===== src/rtl/bus_dest_regs_pkg.sv =====
// Shared encodings for the bus write side: destination select codes
// and increment-request bit positions. Codes 0-8 match the source side.
package bus_dest_regs_pkg;

    // Destination select codes (writeSel)
    localparam logic [3:0] DMEM_SEL = 4'd0;
    localparam logic [3:0] R_SEL    = 4'd1;
    localparam logic [3:0] IR_SEL   = 4'd2;
    localparam logic [3:0] RL_SEL   = 4'd3;
    localparam logic [3:0] RC_SEL   = 4'd4;
    localparam logic [3:0] RP_SEL   = 4'd5;
    localparam logic [3:0] RQ_SEL   = 4'd6;
    localparam logic [3:0] R1_SEL   = 4'd7;
    localparam logic [3:0] AC_SEL   = 4'd8;
    localparam logic [3:0] IDLE_SEL = 4'd9;
    localparam logic [3:0] AR_SEL   = 4'd10;

    // Bit positions inside incSel
    localparam int INC_RC = 0;
    localparam int INC_RP = 1;
    localparam int INC_RQ = 2;

    // Codes above AR_SEL are unassigned and act as IDLE
    function automatic logic is_bad_code(input logic [3:0] sel);
        return (sel > AR_SEL);
    endfunction

endpackage


===== src/rtl/bus_load_reg.sv =====
// Register with synchronous reset, bus load and +1 increment.
// A load in the same cycle as an increment stores the bus word unchanged.
module bus_load_reg #(
    parameter int WIDTH = 12
) (
    input  logic             clk,
    input  logic             rst,
    input  logic             load,
    input  logic             inc,
    input  logic [WIDTH-1:0] d,
    output logic [WIDTH-1:0] q
);

    // Reset beats load, load beats increment; increment wraps naturally
    always_ff @(posedge clk) begin
        if (rst) begin
            q <= '0;
        end else if (load) begin
            q <= d;
        end else if (inc) begin
            q <= q + 1'b1;
        end
    end

endmodule


===== src/rtl/bus_dest_regs.sv =====
// Write side of the shared data bus: destination registers, DMEM strobe,
// counter increments, AC zero flag. Optional checker: BUS_DEST_CHECK_EN.
module bus_dest_regs
    import bus_dest_regs_pkg::*;
#(
    parameter int REG_WIDTH = 12,
    parameter int INS_WIDTH = 8
) (
    input  logic                 clk,
    input  logic                 rst,
    input  logic [3:0]           writeSel,
    input  logic [2:0]           incSel,
    input  logic [REG_WIDTH-1:0] busIn,
    output logic [REG_WIDTH-1:0] R,
    output logic [REG_WIDTH-1:0] RL,
    output logic [REG_WIDTH-1:0] RC,
    output logic [REG_WIDTH-1:0] RP,
    output logic [REG_WIDTH-1:0] RQ,
    output logic [REG_WIDTH-1:0] R1,
    output logic [REG_WIDTH-1:0] AC,
    output logic [REG_WIDTH-1:0] AR,
    output logic [INS_WIDTH-1:0] IR,
    output logic                 zFlag,
    output logic                 DMemWrEn,
    output logic [REG_WIDTH-1:0] DMemAddr,
    output logic [REG_WIDTH-1:0] DMemWrData,
    output logic                 errFlag
);

    logic ld_r;
    logic ld_ir;
    logic ld_rl;
    logic ld_rc;
    logic ld_rp;
    logic ld_rq;
    logic ld_r1;
    logic ld_ac;
    logic ld_ar;
    logic ld_dmem;

    // One-hot destination decode; idle and unassigned codes select nothing
    always_comb begin
        ld_r    = 1'b0;
        ld_ir   = 1'b0;
        ld_rl   = 1'b0;
        ld_rc   = 1'b0;
        ld_rp   = 1'b0;
        ld_rq   = 1'b0;
        ld_r1   = 1'b0;
        ld_ac   = 1'b0;
        ld_ar   = 1'b0;
        ld_dmem = 1'b0;
        case (writeSel)
            DMEM_SEL: ld_dmem = 1'b1;
            R_SEL:    ld_r    = 1'b1;
            IR_SEL:   ld_ir   = 1'b1;
            RL_SEL:   ld_rl   = 1'b1;
            RC_SEL:   ld_rc   = 1'b1;
            RP_SEL:   ld_rp   = 1'b1;
            RQ_SEL:   ld_rq   = 1'b1;
            R1_SEL:   ld_r1   = 1'b1;
            AC_SEL:   ld_ac   = 1'b1;
            AR_SEL:   ld_ar   = 1'b1;
            default:  ;
        endcase
    end

    bus_load_reg #(.WIDTH(REG_WIDTH)) u_r (
        .clk  (clk),
        .rst  (rst),
        .load (ld_r),
        .inc  (1'b0),
        .d    (busIn),
        .q    (R)
    );

    bus_load_reg #(.WIDTH(INS_WIDTH)) u_ir (
        .clk  (clk),
        .rst  (rst),
        .load (ld_ir),
        .inc  (1'b0),
        .d    (busIn[INS_WIDTH-1:0]),
        .q    (IR)
    );

    bus_load_reg #(.WIDTH(REG_WIDTH)) u_rl (
        .clk  (clk),
        .rst  (rst),
        .load (ld_rl),
        .inc  (1'b0),
        .d    (busIn),
        .q    (RL)
    );

    bus_load_reg #(.WIDTH(REG_WIDTH)) u_rc (
        .clk  (clk),
        .rst  (rst),
        .load (ld_rc),
        .inc  (incSel[INC_RC]),
        .d    (busIn),
        .q    (RC)
    );

    bus_load_reg #(.WIDTH(REG_WIDTH)) u_rp (
        .clk  (clk),
        .rst  (rst),
        .load (ld_rp),
        .inc  (incSel[INC_RP]),
        .d    (busIn),
        .q    (RP)
    );

    bus_load_reg #(.WIDTH(REG_WIDTH)) u_rq (
        .clk  (clk),
        .rst  (rst),
        .load (ld_rq),
        .inc  (incSel[INC_RQ]),
        .d    (busIn),
        .q    (RQ)
    );

    bus_load_reg #(.WIDTH(REG_WIDTH)) u_r1 (
        .clk  (clk),
        .rst  (rst),
        .load (ld_r1),
        .inc  (1'b0),
        .d    (busIn),
        .q    (R1)
    );

    bus_load_reg #(.WIDTH(REG_WIDTH)) u_ac (
        .clk  (clk),
        .rst  (rst),
        .load (ld_ac),
        .inc  (1'b0),
        .d    (busIn),
        .q    (AC)
    );

    bus_load_reg #(.WIDTH(REG_WIDTH)) u_ar (
        .clk  (clk),
        .rst  (rst),
        .load (ld_ar),
        .inc  (1'b0),
        .d    (busIn),
        .q    (AR)
    );

    // Zero flag tracks the word written into AC, holds otherwise
    always_ff @(posedge clk) begin
        if (rst) begin
            zFlag <= 1'b1;
        end else if (ld_ac) begin
            zFlag <= (busIn == '0);
        end
    end

    // Memory write strobe lasts one cycle per sampled DMEM code
    always_ff @(posedge clk) begin
        if (rst) begin
            DMemWrEn   <= 1'b0;
            DMemWrData <= '0;
        end else begin
            DMemWrEn <= ld_dmem;
            if (ld_dmem) begin
                DMemWrData <= busIn;
            end
        end
    end

    assign DMemAddr = AR;

`ifdef BUS_DEST_CHECK_EN
    logic bad_code;
    logic inc_clash;
    logic err_q;

    assign bad_code  = is_bad_code(writeSel);
    assign inc_clash = (incSel[INC_RC] & ld_rc)
                     | (incSel[INC_RP] & ld_rp)
                     | (incSel[INC_RQ] & ld_rq);

    // Sticky error: unassigned code or load/increment collision
    always_ff @(posedge clk) begin
        if (rst) begin
            err_q <= 1'b0;
        end else if (bad_code | inc_clash) begin
            err_q <= 1'b1;
        end
    end

    assign errFlag = err_q;
`else
    assign errFlag = 1'b0;
`endif

endmodule

===== config.mk =====
export PLATFORM = sky130hd
export DESIGN_NAME = bus_dest_regs
export DESIGN_NICKNAME = d
export VERILOG_FILES = /design/src/rtl/bus_dest_regs_pkg.sv /design/src/rtl/bus_load_reg.sv /design/src/rtl/bus_dest_regs.sv
export SDC_FILE = /design/constraint.sdc
export NUM_CORES = 1
export LEC_CHECK = 0
export ABC_AREA = 1
export CAP_MARGIN = 15
export CORE_ASPECT_RATIO = 1.75
export CORE_UTILIZATION = 26
export CTS_CLUSTER_DIAMETER = 60
export DETAILED_ROUTE_END_ITERATION = 16
export HOLD_SLACK_MARGIN = 0.15
export PLACE_DENSITY_LB_ADDON = 0.05
export SLEW_MARGIN = 30
export SYNTH_ARGS = -nofsm -noshare
export SYNTH_HDL_FRONTEND = slang
export SYNTH_SLANG_ARGS = --single-unit

===== constraint.sdc =====
create_clock -name clk -period 1.7 [get_ports clk]
set_input_delay 0.34 -clock clk [delete_from_list [all_inputs] [get_ports clk]]
set_output_delay 0.34 -clock clk [all_outputs]
set_load 0.1 [all_outputs]

==> results of run 1 <==
tightest hold or removal path: stages (launching register included):
cell	delay (ns)
dfxtp_2	0.36
nand2_1	0.08
a31oi_1	0.07
cells in the final DEF (no fill, tap or decap), drive strengths merged:
cell           count
a211oi             1
a21o               1
a21oi            101
a31oi              4
buf              172
bufinv             4
clkbuf            19
clkdlybuf4s50     20
clkinv             5
clkinvlp           1
conb               1
dfxtp            118
ha                 3
inv               87
nand2            115
nand3             47
nand4             12
nor2              40
nor3               3
nor4               2
o211ai             2
o21ai            110
o22ai              1
xnor2              4
xor2               7
metrics by stage:
step            util  total power, mW  cell area, µm²
2_1_floorplan      -             4.08            5250
3_3_place_gp   0.432             4.84            8490
3_5_place_dp   0.432             4.85            8490
4_1_cts        0.464             8.76            9130
5_1_grt        0.464             8.97            9130
6_report       0.464             8.68            9130
cells by family after synthesis:
group / share of synthesized area
other cells: 0.000721
buf+inv: 0.114
flops: 0.454
simple gates: 0.190
xor+xnor: 0.0185
compound gates: 0.215
fa+ha+maj: 0.00722
cell usage after synthesis, types with 5 or more instances:
| cell | number | area share |
|---|---|---|
| o21ai_1 | 9 | 0.0087 |
| clkbuf_1 | 5 | 0.0036 |
| nor2_2 | 9 | 0.011 |
| buf_6 | 6 | 0.013 |
| xor2_1 | 7 | 0.012 |
| buf_2 | 13 | 0.013 |
| inv_2 | 8 | 0.0058 |
| nand2_1 | 110 | 0.079 |
| nand3_1 | 47 | 0.045 |
| inv_1 | 75 | 0.054 |
| nand4_1 | 12 | 0.014 |
| nor2_1 | 27 | 0.019 |
| o21ai_0 | 101 | 0.097 |
| dfxtp_1 | 118 | 0.45 |
| a21oi_1 | 101 | 0.097 |
| buf_4 | 17 | 0.025 |
report_power, final:
part           leakage (nW)  internal, mW  switching [mW]  total (mW)
clock                 0.309          2.52            1.39        3.90
combinational          2.45         0.598            1.15        1.75
sequential            0.975          2.87           0.148        3.02
total                  3.73          5.99            2.69        8.68
metal layers:
layer	GRT usage	up-vias
li1	-	2645
met1	0.211	2438
met2	0.346	127
met3	0.0468	26
met4	0.0884	0
met5	0	-
state kept, by name (all words and copies together) (netlist names):
register	flops
DMemWrData	12
DMemWrEn	1
u_ac.q	12
u_ar.q	12
u_ir.q	8
u_r.q	12
u_r1.q	12
u_rc.q	12
u_rl.q	12
u_rp.q	12
u_rq.q	12
zFlag	1
cell type report:
cell class	count	area (µm²)
Clock inverter	13	194
Tap cell	245	307
Timing Repair Buffer	192	3220
Sequential cell	118	2410
Inverter	84	315
Multi-Input combinational cell	454	2240
Fill cell	1883	10500
Clock buffer	19	443
how the worst max path moves through the flow:
stage,slack [ns],cells after the start,endpoint
floorplan,0.02,8,u_rc.q[8]
global placement,-0.19,8,u_rp.q[4]
detailed placement,-0.22,10,u_rp.q[3]
CTS,0.17,8,u_rq.q[10]
global route,0.02,8,u_rq.q[10]
finish,0.17,8,u_rp.q[4]
==> run summary, run 1 <==
Post-synth EDFFs: 0
Die W: 109 µm
Post-synthesis sequential area ratio: 0.454
Non-Filler Instances: 1125
Worst R2R End: u_rq.q[10]
CTS resizes: 0
R2R cell count: 8
Placed cells: 1093
Total global-route track usage: 0.194
Root buf cell: clkbuf_16
Peak Freq: 653 MHz
Metal2 WL: 10300 µm
Crit path largest cell delay: 0.58 ns
CP Launch Point: writeSel[2]
Post-route DRC: 0
DIE HEIGHT: 189 µm
Outcome: finished clean
Vias in the first global route: 5356
Met3 wire length: 912 µm
Crit path max-delay family: buffers and inverters
Unique masters post-synth: 30
First-pass GRT wire length: 30000 µm
Clk Latency, worst-skew pair: 0.41 ns
Yosys warns: 0
Die Area: 20600 µm²
Setup TNS: 0 ns
Crit Path Max Fanout: 9
Cell chain of the critical path: clkdlybuf4s50_1 -> inv_2 -> nor2_4 -> nand2_2 -> buf_4 -> o21ai_0 -> a21oi_1 -> nor2_1
DRT iter0 DRCs: 213
Pre-CTS setup slack: -0.219 ns
WP buf/inv: 3
Antenna violations before repair: 0
Gpl congestion: 0.825
Detailed Place HPWL: 14300 µm
PD cells: 951 nW/µm²
Endpoint class of the critical path: register
Total core area: 19700 µm²
Main synth FF type: dfxtp_1
H-tree levels: 4
Startpoint Class: input pin
Syn Inst Count: 697
Crit path required time: 2.03 ns
Critical path type: input pin to register
R2R setup slack: 0.19 ns
Slew margin rel.: 0.652
Synth Cell Area: 5200 µm²
Clk_skew: 0.00825 ns
Origin of the critical flop-to-flop path: u_rq.q[0]
Metal1 wirelength: 7320 µm
WHS Endpoint: u_rq.q[3]
Synth Net Count: 721
PortBufs: 150
Setup-failing EPs final: 0
Std cell rows: 68
Diodes inserted: 0
Clock Sinks: 118
Hold_buf cts: 0
Post-synth ARST share: 0
Routed WL: 19000 µm
Final hold vios: 0
Period utilization: 0.901
CTS Buf Count: 17
Postcts setup bufs: 0
Area Growth Syn to Fin: 75.5%
Fin. max-slew vios: 0
Tmin final: 1.53 ns
Vias per inst: 4.65
Io pins: 152
CTS clk-pin slew, worst paths: 0.06 ns
Routed vias: 5236
Final worst slack: 0.168 ns
CTS tree: done
RSZ-0062 raised after global routing: no
Final Hold Slack: 0.553 ns
MaxCap Viol Count: 0
Largest net degree at the start of global routing: 48
Avg Cell Area, Syn: 7.46 µm²
Peak supply drop: 0.000525 V
Grt ovf: 0
Detailed Routing Iterations Pass 1: 4
Leakage power: 3.73 nW
Worst Path Arrival: 1.87 ns
Min-Delay Startpoint: u_rq.q[3]
Share of post-route cells with drive strength above 1: 0.301
Clock Path Buffers: 2
Yosys reg bits: 118
Slew @ Worst Pin: 0.521 ns
Nets@finish: 891
Min-delay worst type: register to register
Top Layer Used: met4
WHS Path Cells: 2
Slowest-stage cell, CP: clkdlybuf4s50_1
Post-DRT Antenna Nets: 0
Starting Density: 0.265
WL/cell: 16.9 µm
Note: power is estimated with default switching activity, not from simulation.
==> run 2: changes to the inputs <==
--- a/config.mk
+++ b/config.mk
@@ -12,7 +12,7 @@
 export CTS_CLUSTER_DIAMETER = 60
 export DETAILED_ROUTE_END_ITERATION = 16
 export HOLD_SLACK_MARGIN = 0.15
-export PLACE_DENSITY_LB_ADDON = 0.05
+export SKIP_LAST_GASP = 1
 export SLEW_MARGIN = 30
 export SYNTH_ARGS = -nofsm -noshare
 export SYNTH_HDL_FRONTEND = slang
==> run 2 against run 1 <==
  * Largest cell class unchanged
  * Worst setup slack improved by 0.026 ns
  * Non-clock buffer count increased by 5
  * Global-route usage decreased by 0.73 points
  * Critical endpoint is now DMemWrData[6]
  * Count of clock-buffer cells in the layout decreased by 2
  * Total power decreased by 4.7%
  * Critical path type unchanged
  * Utilization about the same
  * Design area about the same
  * Maximum frequency increased by 1.7%
  * Highest routed layer unchanged
  * Routed wire length decreased by 3.0%
==> run summary, run 2 (synthesized netlist as in run 1, its figures left out) <==
Commonest non-fill, non-tap cell in the layout: buf_12 (unchanged)
CTS resizes: 0 (unchanged)
Commonest non-fill, non-tap cells in the layout: 140 x buf_12, 110 x nand2_1, 101 x a21oi_1, 101 x o21ai_0, 82 x dfxtp_1 (was 138 x buf_12, 110 x nand2_1, 101 x a21oi_1, 101 x o21ai_0, 82 x dfxtp_1)
Clock Sinks: 118 (unchanged)
PortBufs: 150 (unchanged)
Peak Freq: 664 MHz (was 653 MHz)
RSZ-0062 raised after global routing: no (unchanged)
Io pins: 152 (unchanged)
Nets@finish: 896 (was 891)
Final worst slack: 0.194 ns (was 0.168 ns)
Detailed Place HPWL: 13800 µm (was 14300 µm)
Antenna violations before repair: 0 (unchanged)
Peak supply drop: 0.000542 V (was 0.000525 V)
Std cell rows: 68 (unchanged)
Vias per inst: 4.73 (was 4.65)
Final Hold Slack: 0.538 ns (was 0.553 ns)
Clk_skew: 0.00394 ns (was 0.00825 ns)
Hold_buf cts: 0 (unchanged)
Placed cells: 1098 (was 1093)
Startpoint Class: input pin (unchanged)
Share of post-route cells with drive strength above 1: 0.306 (was 0.301)
Starting Density: 0.265 (unchanged)
Vias in the first global route: 5242 (was 5356)
Final instance area: 9130 µm² (about the same)
Tmin final: 1.51 ns (was 1.53 ns)
First-pass GRT wire length: 28900 µm (was 30000 µm)
Pre-CTS setup slack: -0.255 ns (was -0.219 ns)
Root buf cell: clkbuf_16 (unchanged)
Total core area: 19700 µm² (unchanged)
Routed vias: 5345 (was 5236)
Outcome: finished clean (unchanged)
Period utilization: 0.886 (was 0.901)
WL/cell: 16.3 µm (was 16.9 µm)
CTS Buf Count: 17 (unchanged)
Clk Latency, worst-skew pair: 0.41 ns (about the same)
Die Area: 20600 µm² (unchanged)
Crit path required time: 1.98 ns (was 2.03 ns)
Die W: 109 µm (unchanged)
Area Growth Syn to Fin: 75.5% (about the same)
DRT iter0 DRCs: 189 (was 213)
Final hold vios: 0 (unchanged)
Crit Path Max Fanout: 24 (was 9)
Post-DRT Antenna Nets: 0 (unchanged)
Critical path type: input pin to register (unchanged)
Storage cell area: 2410 µm² (unchanged)
Worst Path Arrival: 1.79 ns (was 1.87 ns)
PD cells: 906 nW/µm² (was 951 nW/µm²)
Gpl congestion: 0.892 (was 0.825)
Endpoint class of the critical path: register (unchanged)
Largest net degree at the start of global routing: 70 (was 48)
CTS tree: done (unchanged)
Postcts setup bufs: 0 (unchanged)
Setup TNS: 0 ns (unchanged)
Detailed Routing Iterations Pass 1: 5 (was 4)
Post-route DRC: 0 (unchanged)
CTS clk-pin slew, worst paths: 0.06 ns (about the same)
Area after DPL: 8550 µm² (was 8490 µm²)
Leakage power: 3.73 nW (about the same)
Setup-failing EPs final: 0 (unchanged)
Grt ovf: 0 (unchanged)
Filler cells: 1849 (was 1883)
Area of the multi-input gates: 2240 µm² (unchanged)
MaxCap Viol Count: 0 (unchanged)
Clock Path Buffers: 2 (unchanged)
Min-delay worst type: register to register (unchanged)
Fin. max-slew vios: 0 (unchanged)
DIE HEIGHT: 189 µm (unchanged)
Total global-route track usage: 0.187 (was 0.194)
H-tree levels: 4 (unchanged)
Diodes inserted: 0 (unchanged)
Routed WL: 18400 µm (was 19000 µm)
Non-Filler Instances: 1130 (was 1125)
run 2: layout make-up:
class | count | share of cell area
Timing Repair Buffer | 197 | 0.359
Sequential cell | 118 | 0.264
Multi-Input combinational cell | 454 | 0.246
Clock buffer | 17 | 0.0466
Inverter | 84 | 0.0348
Tap cell | 245 | 0.0336
Clock inverter | 15 | 0.0159
run 2: critical path, stage by stage:
cell             delay, ns
clkdlybuf4s50_1       0.57
inv_2                 0.08
buf_4                 0.13
nand2_1               0.12
inv_1                 0.07
nand2_1               0.12
inv_4                 0.11
o21ai_0               0.18
a21oi_1               0.06
run 2: per-stage QoR:
step	utilization	power [mW]
detailed placement	0.435	4.85
CTS	0.464	8.35
global placement	0.435	4.84
floorplan	-	4.08
global route	0.464	8.56
finish	0.464	8.27
run 2: routing by layer:
| layer | up-vias | routed length, µm | track usage |
|---|---|---|---|
| met4 | 0 | 605 | 0.0863 |
| met3 | 37 | 913 | 0.0365 |
| met2 | 176 | 9910 | 0.337 |
| li1 | 2664 | - | - |
| met5 | - | 0 | 0 |
| met1 | 2468 | 7000 | 0.203 |
run 2: power by group:
group | switching, mW | leakage, nW | internal, mW
Combinational | 1.15 | 2.48 | 0.610
Sequential | 0.147 | 0.975 | 2.87
Clock | 1.44 | 0.277 | 2.05
run 2: path summary, 6_finish.rpt:
check / startpoint / depth (start not counted) / endpoint / slack (ns)
worst min register to register: u_ac.q[10] / 2 / u_ac.q[10] / 0.54
worst max-delay path: writeSel[3] / 9 / DMemWrData[6] / 0.19
worst min-delay path: u_ac.q[10] / 2 / u_ac.q[10] / 0.54
worst max register to register: u_rq.q[0] / 6 / u_rq.q[6] / 0.28
